==> config.mk <==
export PLATFORM = sky130hd
export DESIGN_NAME = util_gmii_merge
export DESIGN_NICKNAME = d
export VERILOG_FILES = /design/src/rtl/util_gmii_merge.sv
export SDC_FILE = /design/constraint.sdc
export NUM_CORES = 1
export LEC_CHECK = 0
export CORE_UTILIZATION = 54
export DETAILED_ROUTE_END_ITERATION = 12
export PLACE_DENSITY_LB_ADDON = 0.15
export SLEW_MARGIN = 10
export SYNTH_ARGS = -nofsm -noshare
export SYNTH_HDL_FRONTEND = slang
export SYNTH_SLANG_ARGS = --single-unit
==> constraint.sdc <==
create_clock -name clk -period 5.6 [get_ports clk]
set_input_delay 1.4 -clock clk [delete_from_list [all_inputs] [get_ports clk]]
set_output_delay 1.4 -clock clk [all_outputs]
set_load 0.05 [all_outputs]
==> src/rtl/util_gmii_merge.sv <==
// Merges two GMII transmit streams onto one output. Arbitration happens only at frame starts.
// An inter-frame gap is enforced. Frames that cannot be forwarded are dropped whole and counted.
module util_gmii_merge #(
    parameter int IFG_CYCLES    = 12,
    parameter int COUNTER_WIDTH = 32
) (
    input  logic                     clk,
    input  logic                     rst,
    input  logic [7:0]               s_gmii_a_txd,
    input  logic                     s_gmii_a_tx_er,
    input  logic                     s_gmii_a_tx_en,
    input  logic [7:0]               s_gmii_b_txd,
    input  logic                     s_gmii_b_tx_er,
    input  logic                     s_gmii_b_tx_en,
    output logic [7:0]               m_gmii_txd,
    output logic                     m_gmii_tx_er,
    output logic                     m_gmii_tx_en,
    output logic [1:0]               active,
    output logic [COUNTER_WIDTH-1:0] drop_count_a,
    output logic [COUNTER_WIDTH-1:0] drop_count_b,
    input  logic                     clear_counters
);

    localparam int GAP_W = (IFG_CYCLES > 1) ? $clog2(IFG_CYCLES) : 1;
    localparam logic [GAP_W-1:0] GAP_LOAD = GAP_W'(IFG_CYCLES - 1);

    typedef enum logic [1:0] {
        ST_IDLE  = 2'd0,
        ST_FWD_A = 2'd1,
        ST_FWD_B = 2'd2,
        ST_GAP   = 2'd3
    } state_t;

    state_t           state_r, state_next_s;
    logic [GAP_W-1:0] gap_cnt_r, gap_next_s;
    logic             prev_en_a_r, prev_en_b_r;
    logic             last_grant_r;
    logic             start_a_s, start_b_s, arb_open_s;
    logic             grant_a_s, grant_b_s;
    logic             drop_a_s, drop_b_s;
    logic [7:0]       txd_next_s;
    logic             tx_er_next_s, tx_en_next_s;
    logic [1:0]       active_next_s;

    function automatic logic [COUNTER_WIDTH-1:0] next_count(
        input logic [COUNTER_WIDTH-1:0] cnt,
        input logic                     inc,
        input logic                     clr
    );
        logic [COUNTER_WIDTH-1:0] res;
        if (clr) begin
            res = {COUNTER_WIDTH{1'b0}};
        end else if (inc && (cnt != {COUNTER_WIDTH{1'b1}})) begin
            res = cnt + COUNTER_WIDTH'(1);
        end else begin
            res = cnt;
        end
        return res;
    endfunction

    assign start_a_s = s_gmii_a_tx_en & ~prev_en_a_r;
    assign start_b_s = s_gmii_b_tx_en & ~prev_en_b_r;
    // The last gap cycle already accepts a new start so the output gap is exactly IFG_CYCLES.
    assign arb_open_s = (state_r == ST_IDLE) || ((state_r == ST_GAP) && (gap_cnt_r == {GAP_W{1'b0}}));
    // Anything that starts without being granted is lost for its whole frame.
    assign drop_a_s = start_a_s & ~grant_a_s;
    assign drop_b_s = start_b_s & ~grant_b_s;

    // Round-robin grant among starts seen while arbitration is open.
    always_comb begin
        grant_a_s = 1'b0;
        grant_b_s = 1'b0;
        if (arb_open_s) begin
            if (start_a_s && start_b_s) begin
                grant_a_s = ~last_grant_r;
                grant_b_s = last_grant_r;
            end else begin
                grant_a_s = start_a_s;
                grant_b_s = start_b_s;
            end
        end else begin
            grant_a_s = 1'b0;
            grant_b_s = 1'b0;
        end
    end

    // Next-state and gap counter logic.
    always_comb begin
        state_next_s = state_r;
        gap_next_s   = gap_cnt_r;
        case (state_r)
            ST_IDLE, ST_GAP: begin
                if (grant_a_s) begin
                    state_next_s = ST_FWD_A;
                end else if (grant_b_s) begin
                    state_next_s = ST_FWD_B;
                end else if ((state_r == ST_GAP) && (gap_cnt_r != {GAP_W{1'b0}})) begin
                    state_next_s = ST_GAP;
                    gap_next_s   = gap_cnt_r - GAP_W'(1);
                end else begin
                    state_next_s = ST_IDLE;
                end
            end
            ST_FWD_A: begin
                if (s_gmii_a_tx_en) begin
                    state_next_s = ST_FWD_A;
                end else begin
                    state_next_s = ST_GAP;
                    gap_next_s   = GAP_LOAD;
                end
            end
            ST_FWD_B: begin
                if (s_gmii_b_tx_en) begin
                    state_next_s = ST_FWD_B;
                end else begin
                    state_next_s = ST_GAP;
                    gap_next_s   = GAP_LOAD;
                end
            end
            default: begin
                state_next_s = ST_IDLE;
                gap_next_s   = {GAP_W{1'b0}};
            end
        endcase
    end

    // Output values for the coming cycle, selected by the state being entered.
    always_comb begin
        txd_next_s    = 8'h00;
        tx_er_next_s  = 1'b0;
        tx_en_next_s  = 1'b0;
        active_next_s = 2'b00;
        case (state_next_s)
            ST_FWD_A: begin
                txd_next_s    = s_gmii_a_txd;
                tx_er_next_s  = s_gmii_a_tx_er;
                tx_en_next_s  = 1'b1;
                active_next_s = 2'b01;
            end
            ST_FWD_B: begin
                txd_next_s    = s_gmii_b_txd;
                tx_er_next_s  = s_gmii_b_tx_er;
                tx_en_next_s  = 1'b1;
                active_next_s = 2'b10;
            end
            default: begin
                txd_next_s    = 8'h00;
                tx_er_next_s  = 1'b0;
                tx_en_next_s  = 1'b0;
                active_next_s = 2'b00;
            end
        endcase
    end

    // State, gap counter, edge detectors and grant history.
    always_ff @(posedge clk) begin
        if (rst) begin
            state_r      <= ST_IDLE;
            gap_cnt_r    <= {GAP_W{1'b0}};
            prev_en_a_r  <= 1'b1;
            prev_en_b_r  <= 1'b1;
            last_grant_r <= 1'b0;
        end else begin
            state_r     <= state_next_s;
            gap_cnt_r   <= gap_next_s;
            prev_en_a_r <= s_gmii_a_tx_en;
            prev_en_b_r <= s_gmii_b_tx_en;
            if (grant_a_s) begin
                last_grant_r <= 1'b1;
            end else if (grant_b_s) begin
                last_grant_r <= 1'b0;
            end else begin
                last_grant_r <= last_grant_r;
            end
        end
    end

    // Registered GMII output and activity flags.
    always_ff @(posedge clk) begin
        if (rst) begin
            m_gmii_txd   <= 8'h00;
            m_gmii_tx_er <= 1'b0;
            m_gmii_tx_en <= 1'b0;
            active       <= 2'b00;
        end else begin
            m_gmii_txd   <= txd_next_s;
            m_gmii_tx_er <= tx_er_next_s;
            m_gmii_tx_en <= tx_en_next_s;
            active       <= active_next_s;
        end
    end

    // Saturating drop counters.
    always_ff @(posedge clk) begin
        if (rst) begin
            drop_count_a <= {COUNTER_WIDTH{1'b0}};
            drop_count_b <= {COUNTER_WIDTH{1'b0}};
        end else begin
            drop_count_a <= next_count(drop_count_a, drop_a_s, clear_counters);
            drop_count_b <= next_count(drop_count_b, drop_b_s, clear_counters);
        end
    end

endmodule

# [Yosys cells after proc, flatten, opt, wreduce, memory -nomap -nowiden]
# Index checks and enable logic that the tools add are counted.
[word_totals] out_inout_bits=76 register_bits=85
[op_classes] reduce_logical=14 n_mux=22 n_eq_ne=12 add_sub_neg=3 bitwise=9
[op_table] operator="32-bit by 1-bit adder with 32-bit output (second input constant)" n=2
[op_table] operator="32-bit != test (second input constant)" n=2
[op_table] operator="4-bit two-way mux" n=5
[op_table] operator="8-bit case mux with 2 select lines" n=1
[op_table] operator="4-bit case mux with 3 select lines" n=1
[op_table] operator="2-bit != test (second input constant)" n=5
[op_table] operator="1-bit two-way mux" n=8
[op_table] operator="2-bit two-way mux" n=4
[op_table] operator="2-bit equality test (second input constant)" n=3
[op_table] operator="2-bit case mux with 3 select lines" n=1
[op_table] operator="2-bit OR reduction" n=3
[op_table] operator="1-bit logical AND" n=5
[op_table] operator="1-bit NOT" n=5
[op_table] operator="5-bit AND reduction" n=1
[op_table] operator="1-bit AND" n=4
[op_table] operator="2-bit by 1-bit equality test with 1-bit output (second input constant)" n=2
[op_table] operator="4-bit logical NOT" n=1
[op_table] operator="2-bit case mux with 2 select lines" n=1
[op_table] operator="4-bit nonzero test" n=1
[op_table] operator="4-bit by 1-bit subtractor with 4-bit output (second input constant)" n=1
[op_table] operator="2-bit logical NOT" n=1
[op_table] operator="1-bit case mux with 2 select lines" n=1
[op_table] operator="2-bit nonzero test" n=1
[op_table] operator="1-bit logical OR" n=1

# [Depth between registers and ports, before layout]
# Gate-level depths: netlist (run 1).
[depth] depth_word=11 depth_mapped=11 depth_no_buf=10

# [Worst setup path before layout (run 1)]
# No wires, ideal clock.
[synth_timing] kind="input to register" startpoint="input port s_gmii_a_tx_en" endpoint="register m_gmii_tx_er" setup_slack_ns=2.356 setup_ns=0.065 path_stages=8 required_time_ns=5.535 t_arrival_ns=3.179 path_cell_list="or3b_4 -> a311oi_1 -> o32ai_1 -> inv_1 -> ha_1 -> or2_2 -> clkbuf_1 -> nor2_1"
[synth_via] elab_chain_cells=9
[synth_rtl] item="start: declaration" line="11" rtl="input logic s_gmii_a_tx_en,"
[synth_rtl] item="1-bit AND (*)" line="61" rtl="assign start_a_s = s_gmii_a_tx_en & ~prev_en_a_r;"
[synth_rtl] item="1-bit logical AND" line="74" rtl="if (start_a_s && start_b_s) begin"
[synth_rtl] item="1-bit two-way mux" line="74"
[synth_rtl] item="1-bit two-way mux" line="73" rtl="if (arb_open_s) begin"
[synth_rtl] item="2-bit two-way mux" line="95" rtl="end else if (grant_b_s) begin"
[synth_rtl] item="2-bit two-way mux (*)" line="93" rtl="if (grant_a_s) begin"
[synth_rtl] item="2-bit case mux with 3 select lines (*)" line="91" rtl="case (state_r)"
[synth_rtl] item="named net state_next_s[0]" line="34" rtl="state_t state_r, state_next_s;"
[synth_rtl] item="2-bit equality test / 2-bit by 1-bit equality test with 1-bit output (equally long branches)" line="133" rtl="case (state_next_s)"
[synth_rtl] item="1-bit case mux with 2 select lines (*)" line="133"
[synth_rtl] item="end signal: assignment" line="187" rtl="m_gmii_tx_er <= tx_er_next_s;"
[synth_rtl] item="end: declaration" line="16" rtl="output logic m_gmii_tx_er,"
# The timed path passes the listed nets; every way through them passes the cells marked *.
# A chain may end at the register's enable or synchronous reset.

# [Final worst setup path (run 1)]
[layout_timing] startpoint="input port s_gmii_a_tx_en" endpoint="register drop_count_a[29]"
[layout_via] elab_chain_cells=7
[layout_rtl] item="1-bit AND (*)" line="61"
[layout_rtl] item="1-bit logical AND" line="74"
[layout_rtl] item="1-bit two-way mux" line="74"
[layout_rtl] item="1-bit two-way mux" line="73"
[layout_rtl] item="1-bit NOT" line="66" rtl="assign drop_a_s = start_a_s & ~grant_a_s;"
[layout_rtl] item="1-bit AND (*)" line="66"
[layout_rtl] item="1-bit logical AND (*)" line="53" rtl="end else if (inc && (cnt != {COUNTER_WIDTH{1'b1}})) begin"
[layout_rtl] item="end signal: assignment" line="196" rtl="drop_count_a <= {COUNTER_WIDTH{1'b0}};"
[layout_rtl] item="end signal: assignment" line="199" rtl="drop_count_a <= next_count(drop_count_a, drop_a_s, clear_counters);"
[layout_rtl] item="end: declaration" line="19" rtl="output logic [COUNTER_WIDTH-1:0] drop_count_a,"
# Every way passes the cells marked *; elsewhere a longest branch is shown, timed or not.

==> results of run 1 <==
## cell usage after synthesis, types with 2 or more instances
cell type and n:
inv_1 19, or4_1 29, nand4_1 20, nor3_1 3
or4b_1 5, or3b_2 2, buf_2 7, o21a_1 4
and2_1 6, nor3b_1 3, and3_1 7, a211oi_1 3
a21oi_1 58, ha_1 12, nor4_1 2, and4_1 10
a22oi_1 10, dfxtp_1 85, nand3_1 28, nor2b_1 5
o31ai_1 24, nand2_1 27, nor2_1 26, o41ai_1 5
or3_1 30, buf_1 3, a311oi_1 2, clkbuf_1 17
o21ai_0 30, o211ai_1 7, o31a_1 2, or2_2 4
nand3b_1 3
## cell usage in the layout, fill, tap and decap left out, drive strengths merged, types with 12 or more instances in the layout
cell type,Yosys,layout
clkdlybuf4s50,0,98
o21ai,31,31
or3,30,30
ha,12,12
dfxtp,85,85
inv,19,19
o31ai,24,24
nor2,26,26
nand4,20,20
a21oi,58,58
or4,29,29
nand3,28,28
clkbuf,17,12
nand2,27,27
## stage by stage
stage / instance area (sq um) / setup slack [ns] / hold WS [ns] / power (mW)
2_1_floorplan: 4300 / 2.36 / 0.462 / 0.720
3_3_place_gp: 5320 / 1.37 / 0.474 / 0.760
3_5_place_dp: 5320 / 1.28 / 0.485 / 0.762
4_1_cts: 5520 / 1.59 / 0.503 / 1.19
5_1_grt: 5520 / 1.45 / 0.519 / 1.23
6_report: 5520 / 1.60 / 0.505 / 1.18
## where the power goes
part / switching, mW / internal [mW] / total, mW
Combinational: 0.0747 / 0.0532 / 0.128
Sequential: 0.00656 / 0.615 / 0.621
Clock: 0.218 / 0.217 / 0.436
Total: 0.299 / 0.885 / 1.18
## cell type report
class                           count  area [sq um]
Timing Repair Buffer              102          1010
Inverter                           19          71.3
Clock buffer                       12           145
Tap cell                          102           128
Clock inverter                      4          47.5
Sequential cell                    85          1700
Multi-Input combinational cell    383          2410
Fill cell                         605          2210
## worst paths after layout
check,start,endpoint,slack [ns],cells after the start
min,drop_count_b[23]$_SDFFE_PP0P_,drop_count_b[23]$_SDFFE_PP0P_,0.51,2
max reg2reg,state_r[0]$_SDFF_PP0_,drop_count_a[29]$_SDFFE_PP0P_,2.46,7
min reg2reg,drop_count_b[23]$_SDFFE_PP0P_,drop_count_b[23]$_SDFFE_PP0P_,0.51,2
max,s_gmii_a_tx_en,drop_count_a[29]$_SDFFE_PP0P_,1.60,6
## kinds of logic after synthesis
family	after synthesis
DFF	85
and+or+nand+nor	215
buffers and inverters	46
adders and majority gates	12
AOI/OAI and AO/OA	153
xor gates and xnor gates	2
muxes	1
## worst max-delay path, cell delays in order
cell,delay [ns]
clkdlybuf4s50_1,0.56
or3b_2,0.47
o22ai_2,0.51
o211ai_2,0.54
or4b_1,0.64
a21oi_1,0.16
## registers in the layout, summed over array words and instances, names as in the netlist
signal	flops
m_gmii_txd	8
state_r	2
prev_en_a_r	1
prev_en_b_r	1
active	2
last_grant_r	1
m_gmii_tx_en	1
drop_count_a	32
gap_cnt_r	4
drop_count_b	32
m_gmii_tx_er	1
## metal layers
metal / GRT usage / part of all wire / up-vias
li1: - / - / 2142
met1: 0.314 / 0.45 / 2055
met2: 0.435 / 0.48 / 120
met3: 0.0511 / 0.052 / 24
met4: 0.118 / 0.023 / 0
met5: 0 / 0 / -
==> flow_metrics.tcl, run 1 <==
set metrics [dict create \
    synth_compound_area_frac 0.222 \
    yosysWarnings 0 \
    maxCapViolCount 0 \
    final_hold_viol_count 0 \
    rows 32 \
    place_congestion 0.845 \
    fin_crit_ns 4.00 \
    async_reset_ff_frac 0 \
    place_inst 691 \
    irDropWorstVdd_mv 0.167 \
    tightest_slew_ns 0.962 \
    cts_hold_buf 0 \
    start_util 0.556 \
    drcViolationCount 0 \
    critPathLaunchType "input pin" \
    synth_fa_ha_area_frac 0.0350 \
    synth-edff-count 0 \
    vias 4341 \
    cp_max_fo 28 \
    cts.sinks 85 \
    wl_per_cell_um 15.0 \
    rsz0062_at_grt "false" \
    layout.nets 635 \
    ys_seq_area_frac 0.396 \
    drive_gt1_frac 0.0496 \
    final_cells 707 \
    crit_required_ns 5.88 \
    port_buffers 98 \
    place_hpwl_mm 7.49 \
    tns_ns 0 \
    yosys.area_share.simple 0.299 \
    crit_type "input pin to flip-flop" \
    ctsHtreeMaxLevel 3 \
    postRouteAntennaNets 0 \
    yosysUniqueCellTypes 49 \
    grt_max_degree 35 \
    dieArea_sq_um 8310 \
    syn_area_sq_um 4300 \
    yosys.area.top_type "dfxtp_1" \
    setup.worst_path.end_class "flip-flop" \
    yosys_register_bits 85 \
    die_y_um 91.2 \
    finalSetupViolCount 0 \
    syn_nets 549 \
    ys.flop_type "dfxtp_1" \
    insertion_delay_ns 0.36 \
    clk_pin_slew_worst_paths_ns 0.08 \
    power.leakage_nw 1.66 \
    synth_xor_area_frac 0.00408 \
    drv_slew 0 \
    n_antenna_cell 0 \
    skew_ns 0.0117 \
    relSlewSlack 0.356 \
    cts_tree "yes" \
    arrival_ns 4.28 \
    drt_iter0_drc 123 \
    io_pins 99 \
    power_density_nw_per_um2 215 \
    drt_pass1_iterations 4 \
    hold_class "flip-flop to flip-flop" \
    synth_mux_area_frac 0.00233 \
    fp.dieW_um 91.2 \
    fmax_ghz 0.250 \
    postLayoutCoreUtil 0.714 \
    cts_buffers 9 \
    clockBufferDepth 2 \
    avgSynthCellArea_sq_um 8.36 \
    fin_crit_sh 0.715 \
    synth_top_family_by_area "simple AND/OR/NAND/NOR gates" \
    synth_area_leaders "dfxtp_1, a21oi_1, or4_1" \
    synth_cells 514 \
    grt_pass1_wl_mm 17.8 \
    grt_pass1_vias 4063 \
    antenna_found_initial 0 \
    cts_setup_buffers 0 \
    status "complete, no violations" \
    yosysTopAreaCellShare 0.396 \
    grt_overflow 0 \
    wl_mm 10.6 \
    vias_per_cell 6.14 \
    cts-resized-gates 0 \
    grt_usage 0.257 \
    core_sq_um 7730 \
    cts-root-buf "clkbuf_8" \
    area_delta_synth_final_pct 28.4 \
]
Power figures use the tool's default switching activity.
==> inputs of run 2 (changes only) <==
CORE_UTILIZATION = 45   (was 54)
clock period = 3.5 ns   (was 5.6 ns; I/O delays follow)
==> run 2 against run 1 <==
- routed wire length rose by 2.3%
- non-clock buffer count rose by 8
- via count barely moved
- global-route usage fell by 3.6 points
- critical path type unchanged
- sequential share of layout area fell by 0.38 points
- total power rose by 54%
- combinational power rose by 65%
==> flow_metrics.tcl, run 2 (synthesis gave the netlist of run 1 again) <==
set metrics [dict create \
    status "complete, no violations" \
    power_density_nw_per_um2 326 \
    power.leakage_nw 1.68 \
    io_pins 99 \
    maxCapViolCount 0 \
    clockBufferDepth 2 \
    crit_chain "clkdlybuf4s50_1 > or3b_4 > a311oi_1 > o32ai_1 > inv_1 > ha_1 > or2_2 > nor2_1" \
    area_delta_synth_final_pct 30.0 \
    drcViolationCount 0 \
    fp.dieW_um 99.7 \
    met1_length_mm 4.97 \
    fmax_ghz 0.332 \
    relSlewSlack 0.499 \
    clk_pin_slew_worst_paths_ns 0.08 \
    irDropWorstVdd_mv 0.189 \
    tns_ns 0 \
    port_buffers 98 \
    vias_per_cell 5.86 \
    drt_pass1_iterations 4 \
    r2r_slack_ns 0.90 \
    cp.depth 8 \
    fill_cells 839 \
    cpMaxStageDelayCell "clkdlybuf4s50_1" \
    crit_type "input pin to flip-flop" \
    min-delay-start "gap_cnt_r[0]$_SDFFE_PP0P_" \
    layout_common_cells "clkdlybuf4s50_1, dfxtp_1, a21oi_1" \
    cts-resized-gates 0 \
    place_inst 726 \
    grt_overflow 0 \
    layout.nets 643 \
    whs_endpoint "gap_cnt_r[0]$_SDFFE_PP0P_" \
    total_power_mw 1.82 \
    place_congestion 0.838 \
    grt_usage 0.221 \
    wl_per_cell_um 14.6 \
    postLayoutCoreUtil 0.604 \
    critPathTopFamily "simple AND/OR/NAND/NOR gates" \
    arrival_ns 3.28 \
    vias 4340 \
    finalSetupViolCount 0 \
    cp_max_fo 10 \
    cts_tree "yes" \
    reg_top3 "drop_count_a x32, drop_count_b x32, m_gmii_txd x8" \
    insertion_delay_ns 0.35 \
    drv_slew 0 \
    wl_mm 10.8 \
    final_common_cell "clkdlybuf4s50_1" \
    wl_met2_mm 5.13 \
    grt_max_degree 35 \
    dieArea_sq_um 9940 \
    cts.sinks 85 \
    grt_pass1_wl_mm 18.1 \
    seq_area_sq_um 1700 \
    crit_required_ns 3.77 \
    antenna_found_initial 0 \
    setup.worst_path.end_class "flip-flop" \
    place_hpwl_mm 7.76 \
    min_path_cells 1 \
    grt_pass1_vias 3878 \
    cts_hold_buf 0 \
    crit_buf_inv 2 \
    start_util 0.465 \
    skew_ns 0.0157 \
    drive_gt1_frac 0.0605 \
    top_layer_used "met4" \
    rsz0062_at_grt "false" \
    fin_crit_sh 0.860 \
    hold_class "flip-flop to flip-flop" \
    drt_iter0_drc 211 \
    fin_crit_ns 3.01 \
    multiInputGateArea_sq_um 2410 \
    slowest_delay_ns 0.56 \
    core_sq_um 9240 \
    cts_setup_buffers 0 \
    critPathLaunchType "input pin" \
    die_y_um 99.7 \
    rows 35 \
    final_hold_viol_count 0 \
    ff2ff_path_depth 7 \
    ctsHtreeMaxLevel 3 \
    cts_buffers 9 \
    postRouteAntennaNets 0 \
    final_cells 741 \
    tightest_slew_ns 0.749 \
    r2r_end "drop_count_a[29]$_SDFFE_PP0P_" \
    n_antenna_cell 0 \
    reg2reg_from "state_r[0]$_SDFF_PP0_" \
    wl_met3_um 606 \
    cts-root-buf "clkbuf_8" \
]
## run 2: metal layers
layer,vias to the layer above,GRT usage
met3,13,0.0485
met5,-,0
met1,2060,0.292
met2,108,0.359
li1,2159,-
met4,0,0.0679
## run 2: worst max path at each step
stage                               from                        to
final                     s_gmii_a_tx_en  m_gmii_txd[6]$_SDFF_PP0_
after CTS                 s_gmii_a_tx_en  m_gmii_txd[6]$_SDFF_PP0_
after global routing      s_gmii_a_tx_en  m_gmii_txd[6]$_SDFF_PP0_
after global placement    s_gmii_a_tx_en  m_gmii_txd[2]$_SDFF_PP0_
after floorplan           s_gmii_a_tx_en   m_gmii_tx_er$_SDFF_PP0_
after detailed placement  s_gmii_a_tx_en  m_gmii_txd[6]$_SDFF_PP0_
## run 2: cell type report
cell class,instances,area share
clock buffer,12,0.0260
timing repair buffer,110,0.192
tap,129,0.0289
inverter,19,0.0128
sequential,85,0.305
multi-input combinational,383,0.432
clock inverter,3,0.00403
## run 2: worst register-to-register path, delay by kind of cell (launching register included)
kind            cells  cell delay, ns
buf+inv             1            0.07
flops               1            0.36
fa+ha+maj           1            0.31
compound gates      3            0.70
simple gates        2            1.09
## run 2: stage by stage
stage | instance area [sq um] | hold WS, ns | setup slack [ns]
floorplan | 4300 | 0.462 | 0.781
global placement | 5420 | 0.482 | 0.228
detailed placement | 5420 | 0.486 | 0.185
CTS | 5590 | 0.502 | 0.521
global route | 5590 | 0.527 | 0.299
finish | 5590 | 0.501 | 0.491
## run 2: where the power goes
| group | internal [mW] | switching, mW | leakage, nW |
|---|---|---|---|
| Clock | 0.274 | 0.343 | 0.0747 |
| Combinational | 0.0897 | 0.121 | 0.917 |
| Sequential | 0.984 | 0.0106 | 0.686 |
| Total | 1.35 | 0.475 | 1.68 |
==> inputs of run 3 (changes only) <==
CORE_ASPECT_RATIO = 1.2   (was not set)
SLEW_MARGIN = 20   (was 10)
==> run 3 against run 2 <==
- cell area is 0.69% higher
- total power is 9.1% higher
- clock skew is 0.0016 ns lower
- largest power group unchanged
- routed wire length is 0.69% higher
- first-iteration DRC count is 17% lower
- worst hold slack worse by 0.0020 ns
- core utilization is 0.84 points higher
- sequential power hardly changed
- clock power is 27% higher
- maximum frequency is 1.4% lower
- non-clock buffer count is 1 lower
==> flow_metrics.tcl, run 3 (synthesis gave the netlist of run 1 again) <==
set metrics [dict create \
    finalSetupViolCount 0 \
    clkPwrFrac 0.394 \
    die_y_um 109 \
    grt_use_met3 0.0307 \
    intPower_mw 1.51 \
    hold_class "flip-flop to flip-flop" \
    dieArea_sq_um 9940 \
    area_delta_synth_final_pct 30.9 \
    cts_hold_buf 0 \
    grt_max_degree 44 \
    clk_pin_slew_worst_paths_ns 0.08 \
    critPathLaunchType "input pin" \
    fin_crit_sh 0.872 \
    drv_slew 0 \
    vias_per_cell 5.97 \
    final_hold_viol_count 0 \
    cts.sinks 85 \
    grt_pass1_wl_mm 17.8 \
    p_switching_mw 0.479 \
    drcViolationCount 0 \
    fp.dieW_um 91.2 \
    fmax_ghz 0.328 \
    tns_ns 0 \
    switching_share 0.241 \
    relSlewSlack 0.485 \
    setup.worst_path.end_class "flip-flop" \
    grt_usage 0.221 \
    gr-max-usage-layer "met2" \
    rsz0062_at_grt "false" \
    cts_tree "yes" \
    place_hpwl_mm 7.81 \
    arrival_ns 3.35 \
    maxCapViolCount 0 \
    p_comb_frac 0.106 \
    layout_common_cells "clkdlybuf4s50_1, dfxtp_1, a21oi_1" \
    n_antenna_cell 0 \
    final_common_cell "clkdlybuf4s50_1" \
    cp_max_fo 10 \
    postRouteAntennaNets 0 \
    layout.nets 642 \
    cts_setup_buffers 0 \
    place_area_sq_um 5400 \
    reg_top3 "drop_count_a x32, drop_count_b x32, m_gmii_txd x8" \
    place_congestion 0.839 \
    crit_type "input pin to flip-flop" \
    ctsHtreeMaxLevel 3 \
    holdWs_ns 0.499 \
    clockBufferDepth 2 \
    power_density_nw_per_um2 354 \
    fin_area_sq_um 5620 \
    irDropWorstVdd_mv 0.228 \
    layout_setup_ws_ns 0.449 \
    cts-resized-gates 0 \
    insertion_delay_ns 0.37 \
    start_util 0.468 \
    final_cells 732 \
    fill_cells 812 \
    cts_buffers 9 \
    skew_ns 0.0141 \
    preCtsSetupSlack_ns 0.0794 \
    grt_use_met1 0.256 \
    pwr-share-seq 0.500 \
    status "complete, no violations" \
    gr-usage-met2 0.401 \
    cts-root-buf "clkbuf_8" \
    drt_iter0_drc 176 \
    wl_per_cell_um 14.9 \
    drive_gt1_frac 0.0621 \
    crit_required_ns 3.80 \
    vias 4372 \
    wl_mm 10.9 \
    grt_overflow 0 \
    port_buffers 98 \
    place_inst 716 \
    grt_pass1_vias 3992 \
    rows 38 \
    core_sq_um 9180 \
    power.leakage_nw 1.71 \
    io_pins 99 \
    tightest_slew_ns 0.770 \
    drt_pass1_iterations 4 \
    fin_crit_ns 3.05 \
    antenna_found_initial 0 \
]
run 3: cell count changes in the layout (fill, tap and decap cells not counted):
cell | before | now
clkinvlp_4 | 3 | 0
bufinv_16 | 0 | 2
clkinv_2 | 0 | 2
buf_4 | 12 | 11
clkbuf_1 | 2 | 1
clkbuf_8 | 10 | 11
run 3: routing by layer:
| layer | part of all wire | routed length (um) | up-vias |
|---|---|---|---|
| li1 | - | - | 2144 |
| met4 | 0.018 | 198 | 0 |
| met5 | 0 | 0 | - |
| met2 | 0.51 | 5600 | 103 |
| met3 | 0.038 | 419 | 16 |
| met1 | 0.43 | 4670 | 2109 |
run 3: cell type report:
cell class                      count  area (sq um)  area share
Clock buffer                       12           155      0.0276
Clock inverter                      4          70.1      0.0125
Inverter                           19          71.3      0.0127
Multi-Input combinational cell    383          2410       0.429
Sequential cell                    85          1700       0.303
Tap cell                          120           150      0.0267
Timing Repair Buffer              109          1060       0.189
run 3: stage by stage:
stage                     power [mW]  utilization
after CTS                       2.00        0.613
after global placement          1.22        0.588
final                           1.99        0.613
after detailed placement        1.23        0.588
after floorplan                 1.15            -
after global routing            2.06        0.613
run 3: critical path, stage by stage:
cell	delay, ns
clkdlybuf4s50_1	0.55
or3b_4	0.42
a311oi_1	0.40
o32ai_1	0.23
inv_1	0.13
ha_1	0.22
or2_2	0.39
nor2_1	0.13
run 3: path summary, 6_finish.rpt:
| check | startpoint | endpoint | slack, ns | cells past startpoint |
|---|---|---|---|---|
| setup reg to reg | gap_cnt_r[0]$_SDFFE_PP0P_ | m_gmii_txd[5]$_SDFF_PP0_ | 0.83 | 10 |
| hold / removal | drop_count_a[21]$_SDFFE_PP0P_ | drop_count_a[21]$_SDFFE_PP0P_ | 0.50 | 2 |
| hold reg to reg | drop_count_a[21]$_SDFFE_PP0P_ | drop_count_a[21]$_SDFFE_PP0P_ | 0.50 | 2 |
| setup / recovery | s_gmii_a_tx_en | m_gmii_txd[5]$_SDFF_PP0_ | 0.45 | 8 |
run 3: power by group through the flow:
stage / sequential [mW] / combinational (mW) / clock [mW]
floorplan: 1.04 / 0.109 / 0
global placement: 1.02 / 0.205 / 0
finish: 0.995 / 0.210 / 0.783
detailed placement: 1.02 / 0.210 / 0
CTS: 0.995 / 0.211 / 0.797
global route: 0.997 / 0.230 / 0.837
